$ cat config.mk
export PLATFORM = sky130hd
export DESIGN_NAME = nibble_serial_addsub_ctrl_flat
export DESIGN_NICKNAME = d
export VERILOG_FILES = /design/src/rtl/nibble_serial_addsub_ctrl_if.sv /design/src/rtl/nibble_serial_addsub_ctrl.sv /design/src/flat_wrapper.sv
export SDC_FILE = /design/constraint.sdc
export NUM_CORES = 1
export LEC_CHECK = 0
export ABC_AREA = 1
export CAP_MARGIN = 10
export CORE_MARGIN = 3
export CORE_UTILIZATION = 40
export CTS_CLUSTER_DIAMETER = 100
export DETAILED_ROUTE_END_ITERATION = 12
export PLACE_DENSITY = 0.65
export RECOVER_POWER = 50
export SLEW_MARGIN = 10
export SYNTH_ARGS = -nofsm -noshare
export SYNTH_HDL_FRONTEND = slang
export SYNTH_SLANG_ARGS = --single-unit
$ cat constraint.sdc
create_clock -name clk -period 4.5 [get_ports clk]
set_clock_uncertainty 0.1 [all_clocks]
set_input_delay 0.9 -clock clk [delete_from_list [all_inputs] [get_ports clk]]
set_output_delay 0.9 -clock clk [all_outputs]
set_load 0.1 [all_outputs]
$ cat src/rtl/nibble_serial_addsub_ctrl_if.sv
// rtl/nibble_serial_addsub_ctrl_if.sv - request/result handshake bundle for the nibble-serial adder/subtractor
//
// Signals (W = 4*NIBBLES):
//   in_valid, in_ready   request handshake
//   A, B, sub            operands and operation select, sampled at accept
//   out_valid, out_ready result handshake
//   S, Cout              result and carry out of bit W-1
//   Ovf                  signed overflow, only when ADDSUB_OVF_EN is defined
// Modports: master drives requests and consumes results; slave is the block.
interface nibble_serial_addsub_ctrl_if #(
    parameter int NIBBLES = 4
);
    localparam int W = 4 * NIBBLES;

    logic           in_valid;
    logic           in_ready;
    logic [W-1:0]   A;
    logic [W-1:0]   B;
    logic           sub;
    logic           out_valid;
    logic           out_ready;
    logic [W-1:0]   S;
    logic           Cout;
`ifdef ADDSUB_OVF_EN
    logic           Ovf;

    modport master (
        output in_valid, A, B, sub, out_ready,
        input  in_ready, out_valid, S, Cout, Ovf
    );

    modport slave (
        input  in_valid, A, B, sub, out_ready,
        output in_ready, out_valid, S, Cout, Ovf
    );
`else
    modport master (
        output in_valid, A, B, sub, out_ready,
        input  in_ready, out_valid, S, Cout
    );

    modport slave (
        input  in_valid, A, B, sub, out_ready,
        output in_ready, out_valid, S, Cout
    );
`endif
endinterface

$ cat src/rtl/nibble_serial_addsub_ctrl.sv
// rtl/nibble_serial_addsub_ctrl.sv - nibble-serial W-bit adder/subtractor sharing one 4-bit ripple slice
//
// Parameter: NIBBLES (2..8), operand width W = 4*NIBBLES.
// Ports:
//   clk    rising-edge clock
//   rst_n  asynchronous active-low reset
//   flush  synchronous abort, wins over both handshakes
//   bus    nibble_serial_addsub_ctrl_if.slave (request, result, S/Cout[/Ovf])
// Optional feature macro: ADDSUB_OVF_EN adds the signed overflow output Ovf.
//
// One request is accepted in IDLE, then one nibble is processed per RUN cycle
// (least significant first), and the result is held in DONE until consumed.
module nibble_serial_addsub_ctrl #(
    parameter int NIBBLES = 4
) (
    input  logic                         clk,
    input  logic                         rst_n,
    input  logic                         flush,
    nibble_serial_addsub_ctrl_if.slave   bus
);
    localparam int W  = 4 * NIBBLES;
    localparam int IW = (NIBBLES > 1) ? $clog2(NIBBLES) : 1;

    typedef enum logic [1:0] {
        IDLE = 2'd0,
        RUN  = 2'd1,
        DONE = 2'd2
    } state_t;

    state_t         state_q;
    state_t         state_d;

    logic [W-1:0]   a_q;
    logic [W-1:0]   b_q;
    logic           sub_q;
    logic [IW-1:0]  idx_q;
    logic           carry_q;
    logic [W-1:0]   s_q;
`ifdef ADDSUB_OVF_EN
    logic           ovf_q;
`endif

    logic           accept;
    logic           step;
    logic           last_nib;

    logic [3:0]     a_nib;
    logic [3:0]     b_nib;
    logic [3:0]     sum_nib;
    logic [4:0]     c;

    assign last_nib = (idx_q == IW'(NIBBLES - 1));

    // Shared 4-bit ripple slice. The B nibble is inverted for subtraction and
    // the initial carry is seeded with sub at accept, giving A + ~B + 1.
    always_comb begin
        a_nib   = a_q[{idx_q, 2'b00} +: 4];
        b_nib   = b_q[{idx_q, 2'b00} +: 4] ^ {4{sub_q}};
        c       = '0;
        sum_nib = '0;
        c[0]    = carry_q;
        for (int k = 0; k < 4; k++) begin
            sum_nib[k] = a_nib[k] ^ b_nib[k] ^ c[k];
            c[k+1]     = (a_nib[k] & b_nib[k]) | ((a_nib[k] ^ b_nib[k]) & c[k]);
        end
    end

    always_ff @(posedge clk or negedge rst_n) begin
        if (!rst_n) begin
            state_q <= IDLE;
        end else begin
            state_q <= state_d;
        end
    end

    // Next state and handshake outputs. in_ready is low in DONE, so the
    // consume edge can never also be an accept edge.
    always_comb begin
        state_d       = state_q;
        accept        = 1'b0;
        step          = 1'b0;
        bus.in_ready  = 1'b0;
        bus.out_valid = 1'b0;
        case (state_q)
            IDLE: begin
                bus.in_ready = 1'b1;
                if (!flush && bus.in_valid) begin
                    accept  = 1'b1;
                    state_d = RUN;
                end
            end
            RUN: begin
                if (flush) begin
                    state_d = IDLE;
                end else begin
                    step = 1'b1;
                    if (last_nib) begin
                        state_d = DONE;
                    end
                end
            end
            DONE: begin
                bus.out_valid = 1'b1;
                if (flush || bus.out_ready) begin
                    state_d = IDLE;
                end
            end
            default: begin
                state_d = IDLE;
            end
        endcase
    end

    always_ff @(posedge clk or negedge rst_n) begin
        if (!rst_n) begin
            a_q     <= '0;
            b_q     <= '0;
            sub_q   <= 1'b0;
            idx_q   <= '0;
            carry_q <= 1'b0;
            s_q     <= '0;
`ifdef ADDSUB_OVF_EN
            ovf_q   <= 1'b0;
`endif
        end else if (accept) begin
            a_q     <= bus.A;
            b_q     <= bus.B;
            sub_q   <= bus.sub;
            idx_q   <= '0;
            carry_q <= bus.sub;
            s_q     <= '0;
`ifdef ADDSUB_OVF_EN
            ovf_q   <= 1'b0;
`endif
        end else if (step) begin
            s_q[{idx_q, 2'b00} +: 4] <= sum_nib;
            carry_q                  <= c[4];
            idx_q                    <= idx_q + IW'(1);
`ifdef ADDSUB_OVF_EN
            // Carry into the top bit differs from carry out only on signed overflow.
            if (last_nib) begin
                ovf_q <= c[3] ^ c[4];
            end
`endif
        end
    end

    assign bus.S    = s_q;
    assign bus.Cout = carry_q;
`ifdef ADDSUB_OVF_EN
    assign bus.Ovf  = ovf_q;
`endif

endmodule

$ cat src/flat_wrapper.sv
// flat-port wrapper written by rule: the top's interface ports become plain ports
module nibble_serial_addsub_ctrl_flat 
#(
    parameter int NIBBLES = 4
)
  (clk, rst_n, flush, bus_in_valid, bus_A, bus_B, bus_sub, bus_out_ready, bus_in_ready, bus_out_valid, bus_S, bus_Cout);
  nibble_serial_addsub_ctrl_if #(.NIBBLES(NIBBLES)) bus_i ();
  input  logic clk;
  input  logic rst_n;
  input  logic flush;
  input wire logic [$bits(bus_i.in_valid)-1:0] bus_in_valid;
  input wire logic [$bits(bus_i.A)-1:0] bus_A;
  input wire logic [$bits(bus_i.B)-1:0] bus_B;
  input wire logic [$bits(bus_i.sub)-1:0] bus_sub;
  input wire logic [$bits(bus_i.out_ready)-1:0] bus_out_ready;
  output wire logic [$bits(bus_i.in_ready)-1:0] bus_in_ready;
  output wire logic [$bits(bus_i.out_valid)-1:0] bus_out_valid;
  output wire logic [$bits(bus_i.S)-1:0] bus_S;
  output wire logic [$bits(bus_i.Cout)-1:0] bus_Cout;
  assign bus_i.in_valid = bus_in_valid;
  assign bus_i.A = bus_A;
  assign bus_i.B = bus_B;
  assign bus_i.sub = bus_sub;
  assign bus_i.out_ready = bus_out_ready;
  assign bus_in_ready = bus_i.in_ready;
  assign bus_out_valid = bus_i.out_valid;
  assign bus_S = bus_i.S;
  assign bus_Cout = bus_i.Cout;
  nibble_serial_addsub_ctrl #(.NIBBLES(NIBBLES)) u_core (.clk(clk), .rst_n(rst_n), .flush(flush), .bus(bus_i));
endmodule
==> reports/metrics.csv <==
stage,metric,value,unit
outcome,status,finished with violations,
timing,rsz0062_at_grt,false,
finish,layout-area-overhead-vs-synth,24.6,%
clock_network,clkLatencyLatePin,0.31,ns
yosys,ys_types,21,
worst_setup_path,crit_family,adder cells,
worst_setup_path,reg2reg_depth,13,
worst_setup_path,cp.required,4.65,ns
route,viasPerCell,4.76,
route,vias,2256,
global_routing,overflow,0,
yosys,yosysWarnings,0,
timing,worst_pin_slew,2.79,ns
yosys,yosysTopAreaCell,dfrtp_1,
timing,setup_viol,0,
place,dpl.hpwl,4230,um
worst_hold_path,holdPathEnd,u_core.a_q[4],
route,wirelength,5890,um
clock_network,cts_max_path_buffers,2,
timing,period_needed,3.88,ns
worst_setup_path,critPathBufInv,1,
power_and_ir_drop,p_per_area,564,mW/mm^2
worst_setup_path,path_cells,"inv_2, nand2_1, nand3_1, nand3_1, nand2_1, fa_1, fa_1, fa_1, fa_1, or2_2, nor2_1, nand3_1, nand2_1",
global_routing,grt_pass1_wl,10000,um
global_routing,grt_pass1_vias,2189,
worst_setup_path,cp-end-kind,flop,
yosys,syn-mean-instance-area,7.81,sq um
clock_network,cts_setup_buffers,0,
worst_setup_path,path_class,flop to flop,
global_routing,antenna_found_initial,0,
place,io_buffers,56,
timing,hold_viol,0,
floorplanning,boundaryPins,57,
global_routing,met2_usage,0.262,
yosys,ys_seq_area_frac,0.503,
floorplanning,die_x,87.9,um
clock_network,root_buffer,clkbuf_8,
floorplanning,die-height,87.9,um
outcome,failed_checks,"capacitance limit, slew limit",
power_and_ir_drop,p_leak,1.70,nW
worst_setup_path,start_kind,flop,
route,drcViolationCount,0,
power_and_ir_drop,peakVddDrop,173,uV
timing,fin_tns_setup,0,ns
worst_hold_path,hp-start,u_core.a_q[4],
clock_network,clk_pin_slew,0.09,ns
yosys,syn_area,0.00269,sq mm
yosys,syn_nets,390,
route,ant_nets,0,
route,first_pass_iters,4,
route,wl_per_cell,12.4,um
worst_setup_path,crit_path_frequent_cell,fa_1,
place,dpl_cell_area,0.00327,sq mm
global_routing,track_usage,0.162,
worst_setup_path,cp_max_fo,23,
clock_network,cts_hold_buf,0,
worst_setup_path,slowest_delay,0.74,ns
clock_network,post_cts_resized,0,
finish,fin_area,0.00335,sq mm
global_routing,top_usage_layer,met2,
timing,post-route-period-util,0.863,
finish,diodes,0,
floorplanning,coreArea,0.00642,sq mm
yosys,yosysTopAreaCellShare,0.503,
floorplanning,start_util,0.418,
global_routing,grt_use_met3,0.0320,
route,first_iter_violations,114,
finish,fin_nets,442,
worst_setup_path,reg2reg_to,u_core.bus.S[7],
worst_setup_path,reg2reg_slack,0.62,ns
floorplanning,floorplan.rows,29,
timing,slew_viol_final,106,
yosys,synth.area.top_cells,"dfrtp_1 50%, nand2_1 23%, nand3_1 8.0%, fa_1 3.0%, nor2_1 2.8%",
job,cap_violations,2,
finish,drive_above_1_share,0.0479,
worst_hold_path,hold_path_depth,2,
clock_network,cts_tree,built,
worst_hold_path,min-delay-path-class,flop to flop,
global_routing,grt_max_degree,55,
worst_setup_path,r2r-start,u_core.idx_q[0],
floorplanning,die_area,0.00773,sq mm
worst_setup_path,slowest_stage,dfrtp_1,
place,place.gp.congestion,0.921,
global_routing,grt_use_met1,0.221,
clock_network,cts_buffers,5,
timing,slew_headroom,-0.862,
worst_setup_path,arrival,4.03,ns
timing,fmax,0.257,GHz
yosys,ys_seq_elements,54,
clock_network,h-tree-depth,2,
clock_network,clock_sinks,54,
yosys,netlist_instances,344,
-- synthesized netlist by cell type (all sizes together) --
master	instances
a21oi	4
buf	13
clkinv	1
dfrtp	54
fa	4
ha	4
inv	15
nand2	167
nand3	44
nand3b	1
nand4	1
nor2	22
o21ai	10
or2	4
-- registers in the layout, summed over array words and instances, names as in the netlist --
| signal | count |
|---|---|
| u_core.a_q | 16 |
| u_core.b_q | 16 |
| u_core.bus.S | 16 |
| u_core.idx_q | 2 |
| u_core.state_q | 2 |
| u_core.bus.Cout | 1 |
| u_core.sub_q | 1 |
-- worst max-delay path by stage --
stage                     from          endpoint  cells after the start
6_report       u_core.idx_q[0]   u_core.bus.S[7]                     13
3_3_place_gp   u_core.idx_q[0]   u_core.bus.S[7]                     13
4_1_cts        u_core.idx_q[0]   u_core.bus.S[7]                     13
3_5_place_dp   u_core.idx_q[0]   u_core.bus.S[7]                     13
5_1_grt        u_core.idx_q[0]  u_core.bus.S[15]                     13
2_1_floorplan  u_core.bus.Cout   u_core.bus.S[7]                      9
-- cells in the final DEF, fill, tap and decap left out --
master	n
nand3_1	44
dlygate4sd3_1	1
nand2_2	3
clkinv_2	1
nand3b_1	1
buf_2	1
ha_1	4
clkbuf_8	6
inv_1	12
nand4_1	1
nand2_1	164
clkinv_1	1
or2_2	4
inv_2	3
clkdlybuf4s50_1	54
clkbuf_1	3
a21oi_1	4
fa_1	4
dfrtp_1	54
nor2_4	1
o21ai_0	8
o21ai_1	2
nor2_1	21
-- final cells by class --
class / instances / area, sq um
clock inverter: 1 / 5.00
multi-input combinational: 261 / 1180
clock buffer: 7 / 86.3
sequential: 54 / 1350
inverter: 16 / 60.1
tap: 77 / 96.3
fill: 632 / 3080
timing repair buffer: 58 / 563
-- cell families (layout without fill, tap and decap cells) --
family / after synthesis / after routing / share of synthesized area
adders and majority gates: 8 / 8 / 0.0485
and+or+nand+nor: 239 / 239 / 0.369
DFF: 54 / 54 / 0.503
buffers and inverters: 29 / 82 / 0.0531
AOI/OAI and AO/OA: 14 / 14 / 0.0261
-- per-stage QoR --
stage	utilization	instances	power [mW]	worst slack (ns)	hold slack [ns]
CTS	0.523	474	1.90	0.642	0.391
finish	0.521	474	1.89	0.616	0.386
floorplan	-	344	1.39	1.06	0.344
detailed placement	0.509	466	1.62	0.678	0.366
global placement	0.509	466	1.60	0.767	0.364
global route	0.521	474	2.05	0.320	0.411
-- power breakdown --
group | switching [mW] | internal, mW
clock | 0.152 | 0.124
combinational | 0.598 | 0.317
sequential | 0.0990 | 0.594
-- worst min-delay path: cells and delay by family (launching register included) --
kind          cells  cell delay, ns
flops             1            0.35
simple gates      2            0.10
-- metal layers --
| metal | wire length, um | vias up | part of all wire |
|---|---|---|---|
| li1 | - | 1179 | - |
| met4 | 110 | 0 | 0.019 |
| met5 | 0 | - | 0 |
| met2 | 2740 | 67 | 0.47 |
| met1 | 2760 | 998 | 0.47 |
| met3 | 283 | 12 | 0.048 |
(Power assumes the default switching activity.)
